### config.mk
export PLATFORM = sky130hd
export DESIGN_NAME = bridge_tx_sched_flat
export DESIGN_NICKNAME = d
export VERILOG_FILES = /design/src/rtl/bridge_tx_sched_if.sv /design/src/rtl/bridge_tx_sched.sv /design/src/flat_wrapper.sv
export SDC_FILE = /design/constraint.sdc
export NUM_CORES = 1
export LEC_CHECK = 0
export ABC_AREA = 1
export CAP_MARGIN = 20
export CORE_MARGIN = 4
export CORE_UTILIZATION = 35
export DETAILED_ROUTE_END_ITERATION = 10
export DONT_BUFFER_PORTS = 1
export PLACE_DENSITY = 0.52
export SETUP_SLACK_MARGIN = 0.4
export SYNTH_ARGS = -nofsm -noshare
export SYNTH_HDL_FRONTEND = slang
export SYNTH_SLANG_ARGS = --single-unit
### constraint.sdc
create_clock -name clk -period 3.45 [get_ports clk]
set_input_delay 0.69 -clock clk [delete_from_list [all_inputs] [get_ports clk]]
set_output_delay 0.69 -clock clk [all_outputs]
set_load 0.1 [all_outputs]
### src/rtl/bridge_tx_sched_if.sv
// Handshake bundle between the bridge byte FIFO, the UART transmitter and
// the transmit scheduler.
//   master : the scheduler side (pops the FIFO, strobes the UART, reports status)
//   slave  : the FIFO/UART/status side
// Signals:
//   fifo_empty, fifo_data, fifo_rd_en : FIFO pop interface
//   tx_active, tx_done, tx_dv, tx_byte: UART transmit interface
//   i2c_stop                          : end-of-I2C-transaction pulse
//   busy, byte_count, err_timeout     : scheduler status
interface bridge_tx_sched_if #(
    parameter int unsigned CNT_W = 16
);
    logic             fifo_empty;
    logic [7:0]       fifo_data;
    logic             fifo_rd_en;
    logic             tx_active;
    logic             tx_done;
    logic             i2c_stop;
    logic             tx_dv;
    logic [7:0]       tx_byte;
    logic             busy;
    logic [CNT_W-1:0] byte_count;
    logic             err_timeout;

    modport master (
        input  fifo_empty, fifo_data, tx_active, tx_done, i2c_stop,
        output fifo_rd_en, tx_dv, tx_byte, busy, byte_count, err_timeout
    );

    modport slave (
        output fifo_empty, fifo_data, tx_active, tx_done, i2c_stop,
        input  fifo_rd_en, tx_dv, tx_byte, busy, byte_count, err_timeout
    );
endinterface

### src/rtl/bridge_tx_sched.sv
// Transmit scheduler between the bridge byte FIFO and the UART transmitter.
// Pops one byte when the FIFO has data and the UART is idle, issues a
// single-cycle data-valid strobe, waits for tx_done (supervised by a
// timeout), then inserts an optional inter-byte gap. Counts sent bytes.
// Optional feature macro: EOL_INSERT_EN -- after an i2c_stop pulse, once the
// FIFO has drained, a CR (8'h0D) then LF (8'h0A) pair is transmitted.
// Ports:
//   clk   : bridge clock
//   reset : asynchronous, active-high; clears all state
//   bus   : bridge_tx_sched_if.master (FIFO pop, UART strobe, status)
// Parameters: GAP_CYCLES (idle clocks after tx_done), TIMEOUT (>=1, clocks
// allowed in WAIT_DONE), CNT_W (byte_count width).
module bridge_tx_sched #(
    parameter int unsigned GAP_CYCLES = 0,
    parameter int unsigned TIMEOUT    = 65535,
    parameter int unsigned CNT_W      = 16
) (
    input  logic               clk,
    input  logic               reset,
    bridge_tx_sched_if.master  bus
);
    // One counter serves both the WAIT_DONE timeout and the GAP length.
    localparam int unsigned CNT_MAX = (TIMEOUT > GAP_CYCLES) ? TIMEOUT : GAP_CYCLES;
    localparam int unsigned CW      = $clog2(CNT_MAX + 1);

    typedef enum logic [2:0] {
        S_IDLE   = 3'd0,
        S_READ   = 3'd1,
        S_CAPT   = 3'd2,
        S_LAUNCH = 3'd3,
        S_WAIT   = 3'd4,
        S_GAP    = 3'd5
    } state_t;

    state_t           r_state, w_next;
    logic [CW-1:0]    r_cnt;
    logic             r_fifo_rd_en, r_tx_dv, r_busy, r_err_timeout;
    logic [7:0]       r_tx_byte, w_tx_byte;
    logic [CNT_W-1:0] r_byte_count;
    logic             w_tx_dv, w_done, w_timeout;

`ifdef EOL_INSERT_EN
    logic r_stop_pending, r_lf_pending, r_is_cr;
    logic w_start_cr, w_start_lf;
`else
    logic w_unused_stop;
    assign w_unused_stop = bus.i2c_stop;
`endif

    always_comb begin
        w_next    = r_state;
        w_tx_byte = r_tx_byte;
        w_tx_dv   = 1'b0;
        w_done    = 1'b0;
        w_timeout = 1'b0;
`ifdef EOL_INSERT_EN
        w_start_cr = 1'b0;
        w_start_lf = 1'b0;
`endif
        case (r_state)
            S_IDLE: begin
                if (!bus.fifo_empty && !bus.tx_active) begin
                    w_next = S_READ;
                end
`ifdef EOL_INSERT_EN
                // FIFO data always drains before the CR/LF pair.
                else if (bus.fifo_empty && r_lf_pending) begin
                    w_next     = S_LAUNCH;
                    w_tx_byte  = 8'h0A;
                    w_start_lf = 1'b1;
                end else if (bus.fifo_empty && r_stop_pending) begin
                    w_next     = S_LAUNCH;
                    w_tx_byte  = 8'h0D;
                    w_start_cr = 1'b1;
                end
`endif
            end
            S_READ: w_next = S_CAPT;
            S_CAPT: begin
                w_tx_byte = bus.fifo_data;
                w_next    = S_LAUNCH;
            end
            S_LAUNCH: begin
                if (!bus.tx_active) begin
                    w_tx_dv = 1'b1;
                    w_next  = S_WAIT;
                end
            end
            S_WAIT: begin
                // tx_done wins over a timeout expiring in the same cycle.
                if (bus.tx_done) begin
                    w_done = 1'b1;
                    w_next = (GAP_CYCLES > 0) ? S_GAP : S_IDLE;
                end else if (r_cnt == CW'(TIMEOUT - 1)) begin
                    w_timeout = 1'b1;
                    w_next    = S_IDLE;
                end
            end
            S_GAP: begin
                if (r_cnt == CW'(GAP_CYCLES - 1)) w_next = S_IDLE;
            end
            default: w_next = S_IDLE;
        endcase
    end

    // Outputs are registered from the next-state decode so each strobe
    // coincides with the state it belongs to.
    always_ff @(posedge clk or posedge reset) begin
        if (reset) begin
            r_state       <= S_IDLE;
            r_cnt         <= '0;
            r_fifo_rd_en  <= 1'b0;
            r_tx_dv       <= 1'b0;
            r_busy        <= 1'b0;
            r_tx_byte     <= '0;
            r_byte_count  <= '0;
            r_err_timeout <= 1'b0;
        end else begin
            r_state <= w_next;
            if (r_state != w_next)
                r_cnt <= '0;
            else if (r_state == S_WAIT || r_state == S_GAP)
                r_cnt <= r_cnt + 1'b1;
            r_fifo_rd_en <= (w_next == S_READ);
            r_tx_dv      <= w_tx_dv;
            r_busy       <= (w_next != S_IDLE);
            r_tx_byte    <= w_tx_byte;
            if (w_done)    r_byte_count  <= r_byte_count + 1'b1;
            if (w_timeout) r_err_timeout <= 1'b1;
        end
    end

`ifdef EOL_INSERT_EN
    always_ff @(posedge clk or posedge reset) begin
        if (reset) begin
            r_stop_pending <= 1'b0;
            r_lf_pending   <= 1'b0;
            r_is_cr        <= 1'b0;
        end else begin
            if (r_state == S_IDLE) r_is_cr <= w_start_cr;
            // Launching the CR consumes the stop request and arms the LF;
            // a stop pulse in that same cycle is absorbed.
            if (w_tx_dv && r_is_cr) begin
                r_stop_pending <= 1'b0;
                r_lf_pending   <= 1'b1;
            end else begin
                if (bus.i2c_stop) r_stop_pending <= 1'b1;
                if (w_start_lf || (w_timeout && r_is_cr)) r_lf_pending <= 1'b0;
            end
        end
    end
`endif

    assign bus.fifo_rd_en  = r_fifo_rd_en;
    assign bus.tx_dv       = r_tx_dv;
    assign bus.tx_byte     = r_tx_byte;
    assign bus.busy        = r_busy;
    assign bus.byte_count  = r_byte_count;
    assign bus.err_timeout = r_err_timeout;
endmodule
### src/flat_wrapper.sv
// flat-port wrapper written by rule: the top's interface ports become plain ports
module bridge_tx_sched_flat 
#(
    parameter int unsigned GAP_CYCLES = 0,
    parameter int unsigned TIMEOUT    = 65535,
    parameter int unsigned CNT_W      = 16
)
  (clk, reset, bus_fifo_empty, bus_fifo_data, bus_tx_active, bus_tx_done, bus_i2c_stop, bus_fifo_rd_en, bus_tx_dv, bus_tx_byte, bus_busy, bus_byte_count, bus_err_timeout);
  bridge_tx_sched_if #(.CNT_W(CNT_W)) bus_i ();
  input  logic clk;
  input  logic reset;
  input wire logic [$bits(bus_i.fifo_empty)-1:0] bus_fifo_empty;
  input wire logic [$bits(bus_i.fifo_data)-1:0] bus_fifo_data;
  input wire logic [$bits(bus_i.tx_active)-1:0] bus_tx_active;
  input wire logic [$bits(bus_i.tx_done)-1:0] bus_tx_done;
  input wire logic [$bits(bus_i.i2c_stop)-1:0] bus_i2c_stop;
  output wire logic [$bits(bus_i.fifo_rd_en)-1:0] bus_fifo_rd_en;
  output wire logic [$bits(bus_i.tx_dv)-1:0] bus_tx_dv;
  output wire logic [$bits(bus_i.tx_byte)-1:0] bus_tx_byte;
  output wire logic [$bits(bus_i.busy)-1:0] bus_busy;
  output wire logic [$bits(bus_i.byte_count)-1:0] bus_byte_count;
  output wire logic [$bits(bus_i.err_timeout)-1:0] bus_err_timeout;
  assign bus_i.fifo_empty = bus_fifo_empty;
  assign bus_i.fifo_data = bus_fifo_data;
  assign bus_i.tx_active = bus_tx_active;
  assign bus_i.tx_done = bus_tx_done;
  assign bus_i.i2c_stop = bus_i2c_stop;
  assign bus_fifo_rd_en = bus_i.fifo_rd_en;
  assign bus_tx_dv = bus_i.tx_dv;
  assign bus_tx_byte = bus_i.tx_byte;
  assign bus_busy = bus_i.busy;
  assign bus_byte_count = bus_i.byte_count;
  assign bus_err_timeout = bus_i.err_timeout;
  bridge_tx_sched #(.GAP_CYCLES(GAP_CYCLES), .TIMEOUT(TIMEOUT), .CNT_W(CNT_W)) u_core (.clk(clk), .reset(reset), .bus(bus_i));
endmodule
==> results.md, run 1 <==
* Outcome: complete, no violations
* Ranking of synthesized cells by area: dfrtp_1 (51%), xor2_1 (7.2%), nand2_1 (5.7%), inv_1 (3.9%), mux2_2 (3.9%)
* CP Capture Type: register
* Max cap viols at 0
* Yosys reg bits at 47
* Clock Skews at 0.00537 ns
* Remaining Overflow, GRT at 0
* Net Count, Synth at 257
* Count of pins over their slew limit at 0
* 1st-iter DRT viols at 55
* Area growth, synth to finish at 14.0%
* Slew margin rel. at 0.371
* Period utilization at 0.577
* Vias post-DR at 1,608
* Clock sink count at 47
* Top cell type's share of synthesized area at 0.507
* CP arrival at 2.20 ns
* Final min period at 1.99 ns
* Sequential fraction of the synthesis area at 0.507
* Post-Syn Area per Cell at 9.67 um2
* Resized Gates After CTS at 0
* Placed cell area at 2510 um2
* Remaining DRCs at 0
* I/O pin count at 42
* Row cnt at 29
* Count of buffers from port buffering at 0
* Ys async rst share at 1.00
* Antenna Nets Post-Route at 0
* Hold crit path type: input port to async pin
* CP startpoint kind: register
* CTS tree: yes
* Layout Nets at 278
* Routed WL at 4340 um
* Worst-Margin Slew at 0.943 ns
* GRT Overall Usage at 0.121
* Filler instances at 650
* Met3 routed WL at 285 um
* Placer Congestion at 0.742
* Area of the multi-input gates at 1030 um2
* Initial antenna violation count at 0
* Wire per inst at 12.8 um
* Synth area leader: dfrtp_1
* Detailed placer's ending HPWL at 3190 um
* Final Cell Area at 2650 um2
* Drt pass-1 iters at 4
* Die Span X at 89.4 um
* CTS max path bufs at 2
* Final hold violations at 0
* Post-CTS Setup Bufs at 0
* Die H at 89.4 um
* Worst vdd ir at 0.000577 V
* Antenna fix cells at 0
* CORE AREA at 6390 um2
* CP required at 3.66 ns
* Top FF cell, synth: dfrtp_1
* Worst setup margin at 1.46 ns
* H-tree depth at 2
* CTS buffer count at 5
* Highest metal used: met4
* Worst-Skew Late Latency at 0.30 ns
* Max frequency at 502 MHz
* Vias in the first global route at 1,645
* Worst slack, placed at 1.43 ns
* Die area at 8000 um2
* CTS Hold Bufs at 0
* CP max FO at 16
* Initial Util at 0.363
* First-pass GRT wire length at 7510 um
* Cell variety after synth at 28
* RSZ-0062 raised after global routing: no
* Reg area at 1180 um2
* EDFF count, synth at 0
* Ys Warns at 0
* CTS clock-pin slew for the worst setup and hold paths at 0.09 ns
* Setup violators final at 0
* Netlist Area Pre-Place at 2320 um2
* Share of cells above drive strength 1 at 0.240
* Largest net degree at the start of global routing at 48
* Via-to-Cell Ratio at 4.74
* TNS Setup at 0 ns
* Synthesized instance count at 240
* Hold Worst Slack at 0.174 ns
* Crit path kind: register to register
* M1 WL at 1950 um
* Root Driver: clkbuf_8
* Total leakage power at 1.22 nW
* PD cells at 779 nW/um2
* WL met2 at 2040 um
[Yosys cell counts (5+ instances only)]
master   count
a21oi_1      5
dfrtp_1     47
inv_1       24
mux2_2       8
nand2_1     35
nand2_2      6
nand3_1      8
nand4_1     10
nor2_1      21
nor2_2      14
nor3_1      12
xnor2_1      6
xor2_1      19
[metrics by stage]
stage          instances  power, mW   util
2_1_floorplan        240       1.59      -
3_3_place_gp         330       1.67  0.394
3_5_place_dp         330       1.68  0.394
4_1_cts              338       2.09  0.411
5_1_grt              339       2.17  0.414
6_report             339       2.06  0.414
[cell families (layout without fill, tap and decap cells)]
family,count (synthesis),count (layout),synth area share
multiplexers,8,8,0.0388
flip-flops,47,47,0.507
AND/OR/NAND/NOR,116,116,0.259
buffers and inverters,28,50,0.0491
adder cells (fa/ha/maj),3,3,0.0162
AO/OA/AOI/OAI,13,13,0.0361
XOR/XNOR,25,25,0.0943
[worst paths after layout]
path	from	endpoint	slack (ns)	cells after the start
setup / recovery	u_core.r_cnt[1]	u_core.r_cnt[12]	1.46	9
hold / removal	reset	u_core.bus.byte_count[10]	0.17	1
setup reg to reg	u_core.r_cnt[1]	u_core.r_cnt[12]	1.46	9
hold reg to reg	u_core.r_state[1]	u_core.r_state[1]	0.51	1
max in group asynchronous	reset	u_core.bus.tx_byte[1]	2.82	2
min in group clk	u_core.r_state[1]	u_core.r_state[1]	0.51	1
[where the power goes]
group	total (mW)	internal, mW	switching [mW]
clock	0.408	0.216	0.192
combinational	0.519	0.157	0.362
sequential	1.14	0.635	0.501
[state kept, by name, indices dropped and copies added, names as in the netlist]
name	cells
u_core.r_cnt	16
u_core.bus.byte_count	16
u_core.bus.err_timeout	1
u_core.r_state	3
u_core.bus.tx_byte	8
u_core.bus.fifo_rd_en	1
u_core.bus.tx_dv	1
u_core.bus.busy	1
[critical path: stages, from the launching register on]
cell and delay (ns):
dfrtp_1 0.42, ha_1 0.19, inv_1 0.07, nor2_4 0.13
nand2_2 0.09, o21bai_4 0.18, nand3_2 0.11, nand2_1 0.10
nand3_2 0.36, nor3_1 0.26
[metal layers]
layer  GRT usage  vias to the layer above
li1            -                      819
met1       0.155                      751
met2       0.190                       33
met3      0.0470                        5
met4      0.0365                        0
met5           0                        -
[layout make-up]
class,instances,share of cell area
Sequential cell,47,0.444
Multi-Input combinational cell,165,0.390
Timing Repair Buffer,16,0.0501
Inverter,26,0.0369
Tap cell,77,0.0364
Clock buffer,5,0.0260
Clock inverter,3,0.0165
[layout by cell type, fill, tap and decap left out, types with 8 or more instances in the layout]
master   Yosys  layout
dfrtp_1     47      47
mux2_2       8       8
nor2_1      21      21
xor2_1      19      19
inv_1       24      23
nor3_1      12      12
nand3_1      8       8
buf_4        0      15
nand2_1     35      35
nand4_1     10      10
nor2_2      14      14
(Power assumes the default switching activity.)
==> inputs of run 2 (changes only) <==
- PLACE_DENSITY: 0.52 -> 0.54
- clock period: 3.45 -> 1.7 ns (I/O delays scaled with it)
==> results.md, run 2 (synthesis gave the netlist of run 1 again) <==
* Placed cell area at 2820 um2
* Vias in the first global route at 1,785
* CORE AREA at 6390 um2
* Crit path buffers/inverters at 2
* Final min period at 1.69 ns
* Crit path kind: register to register
* Total leakage power at 1.68 nW
* Post-Place Cells at 349
* H-tree depth at 2
* Critical hold path startpoint: bus_fifo_data[5]
* CP Capture Type: register
* Vias post-DR at 1,853
* RSZ-0062 raised after global routing: yes
* Die Span X at 89.4 um
* Hold crit path type: input port to register
* Max cap viols at 0
* CP max FO at 8
* Antenna Nets Post-Route at 0
* Via-to-Cell Ratio at 4.68
* CP arrival at 1.92 ns
* Hold Path End: u_core.bus.tx_byte[5]
* Routed WL at 5570 um
* Root Driver: clkbuf_8
* Area of the multi-input gates at 1290 um2
* Share of cells above drive strength 1 at 0.580
* Clock Skews at 0.00859 ns
* Layout Nets at 335
* Count of pins over their slew limit at 0
* Most frequent cells in the layout: dfrtp_1 (29), buf_4 (27), buf_6 (24)
* Die area at 8000 um2
* CP required at 1.93 ns
* Outcome: complete, no violations
* Remaining DRCs at 0
* Wire per inst at 14.1 um
* First-pass GRT wire length at 8280 um
* Most common cell after layout, fill and taps aside: dfrtp_1
* Slowest CP cell: dfrtp_1
* Reg area at 1240 um2
* Die H at 89.4 um
* Slew margin rel. at 0.703
* CTS tree: yes
* R2r startpoint: u_core.r_cnt[0]
* Final Cell Area at 3750 um2
* I/O pin count at 42
* CTS clock-pin slew for the worst setup and hold paths at 0.10 ns
* Worst vdd ir at 0.00160 V
* Clock sink count at 47
* Max frequency at 592 MHz
* Filler instances at 536
* Antenna fix cells at 0
* Worst-case reg-to-reg path depth at 10
* CP startpoint kind: register
* Initial Util at 0.363
* Hold Crit Depth at 1
* Final hold violations at 0
* Worst-Margin Slew at 0.444 ns
* Crit path cell chain: ha_2 -> inv_2 -> nor2_4 -> nand2_4 -> o21bai_4 -> nand3_2 -> nand2_2 -> nand3_4 -> buf_12 -> nor3_2
* Row cnt at 29
* Placer Congestion at 0.801
* PD cells at 1420 nW/um2
* Detailed placer's ending HPWL at 3470 um
* Max stage delay on crit path at 0.40 ns
* Period utilization at 0.994
* Reg2reg setup slack at 0.01 ns
* Reg2reg end: u_core.r_cnt[12]
* GRT Overall Usage at 0.134
* Area growth, synth to finish at 61.7%
* Count of buffers from port buffering at 0
* Initial antenna violation count at 0
* 1st-iter DRT viols at 80
* CTS max path bufs at 2
* Cell Count, Final, Fillers Out at 396
* Setup violators final at 0
* Worst-Skew Late Latency at 0.31 ns
* Largest net degree at the start of global routing at 29
* Remaining Overflow, GRT at 0
* Drt pass-1 iters at 4
* CTS buffer count at 5
* Crit-path leading delay family: simple AND/OR/NAND/NOR gates
run 2: cell count changes in the layout (fill, tap and decap cells not counted), sizes merged:
cell         change
buf             +55
clkinv           -2
clkinvlp         +2
clkbuf           +1
dlygate4sd3      +1
run 2: how the worst max path moves through the flow:
stage	start	end	slack, ns	cells past startpoint
final	u_core.r_cnt[0]	u_core.r_cnt[12]	0.01	10
after global routing	u_core.r_cnt[1]	u_core.r_cnt[10]	-0.10	10
after CTS	u_core.r_cnt[0]	u_core.r_cnt[12]	0.04	10
after detailed placement	u_core.r_cnt[1]	u_core.r_cnt[12]	-0.03	10
after global placement	u_core.r_cnt[1]	u_core.r_cnt[10]	0.04	10
after floorplan	u_core.bus.byte_count[0]	u_core.bus.byte_count[12]	0.14	6
run 2: area by class of cell:
type | count | share of cell area
timing repair buffer | 73 | 0.242
sequential | 47 | 0.329
multi-input combinational | 165 | 0.345
clock buffer | 5 | 0.0183
tap | 77 | 0.0257
clock inverter | 3 | 0.0123
inverter | 26 | 0.0277
run 2: routing by layer:
layer  share of wire  track usage  routed length (um)  vias up
li1                -            -                   -      930
met1            0.43        0.179                2410      886
met2            0.52        0.208                2880       29
met3           0.033       0.0359                 183        8
met4           0.016       0.0528                  91        0
met5               0            0                   0        -
run 2: stage by stage:
stage	TNS [ns]	utilization	hold slack, ns	power [mW]	setup WS [ns]
floorplan	0	-	0.363	3.30	0.141
global placement	0	0.442	0.251	3.81	0.0423
detailed placement	-0.0256	0.442	0.246	3.82	-0.0256
CTS	0	0.523	0.160	4.92	0.0418
global route	-1.51	0.588	0.157	5.58	-0.104
finish	0	0.588	0.174	5.32	0.00952
run 2: worst register-to-register path, stage by stage (launching register included):
cell      delay [ns]
dfrtp_1         0.40
ha_2            0.22
inv_2           0.05
nor2_4          0.12
nand2_4         0.08
o21bai_4        0.19
nand3_2         0.11
nand2_2         0.10
nand3_4         0.10
buf_12          0.16
nor3_2          0.09
run 2: report_power, final:
group          total (mW)  leakage [nW]  internal (mW)  switching, mW
registers            1.51         0.590           1.33          0.180
clock network       0.847        0.0548          0.443          0.404
logic                2.97          1.04           1.07           1.89
run 2: timing repair:
item	CTS	global route
setup buffers	20	17
hold buffers	1	0
cloned	0	1
resized for setup	61	67
endpoints found under the hold margin	19	0
pin swaps	2	20
setup endpoints to repair	60	66
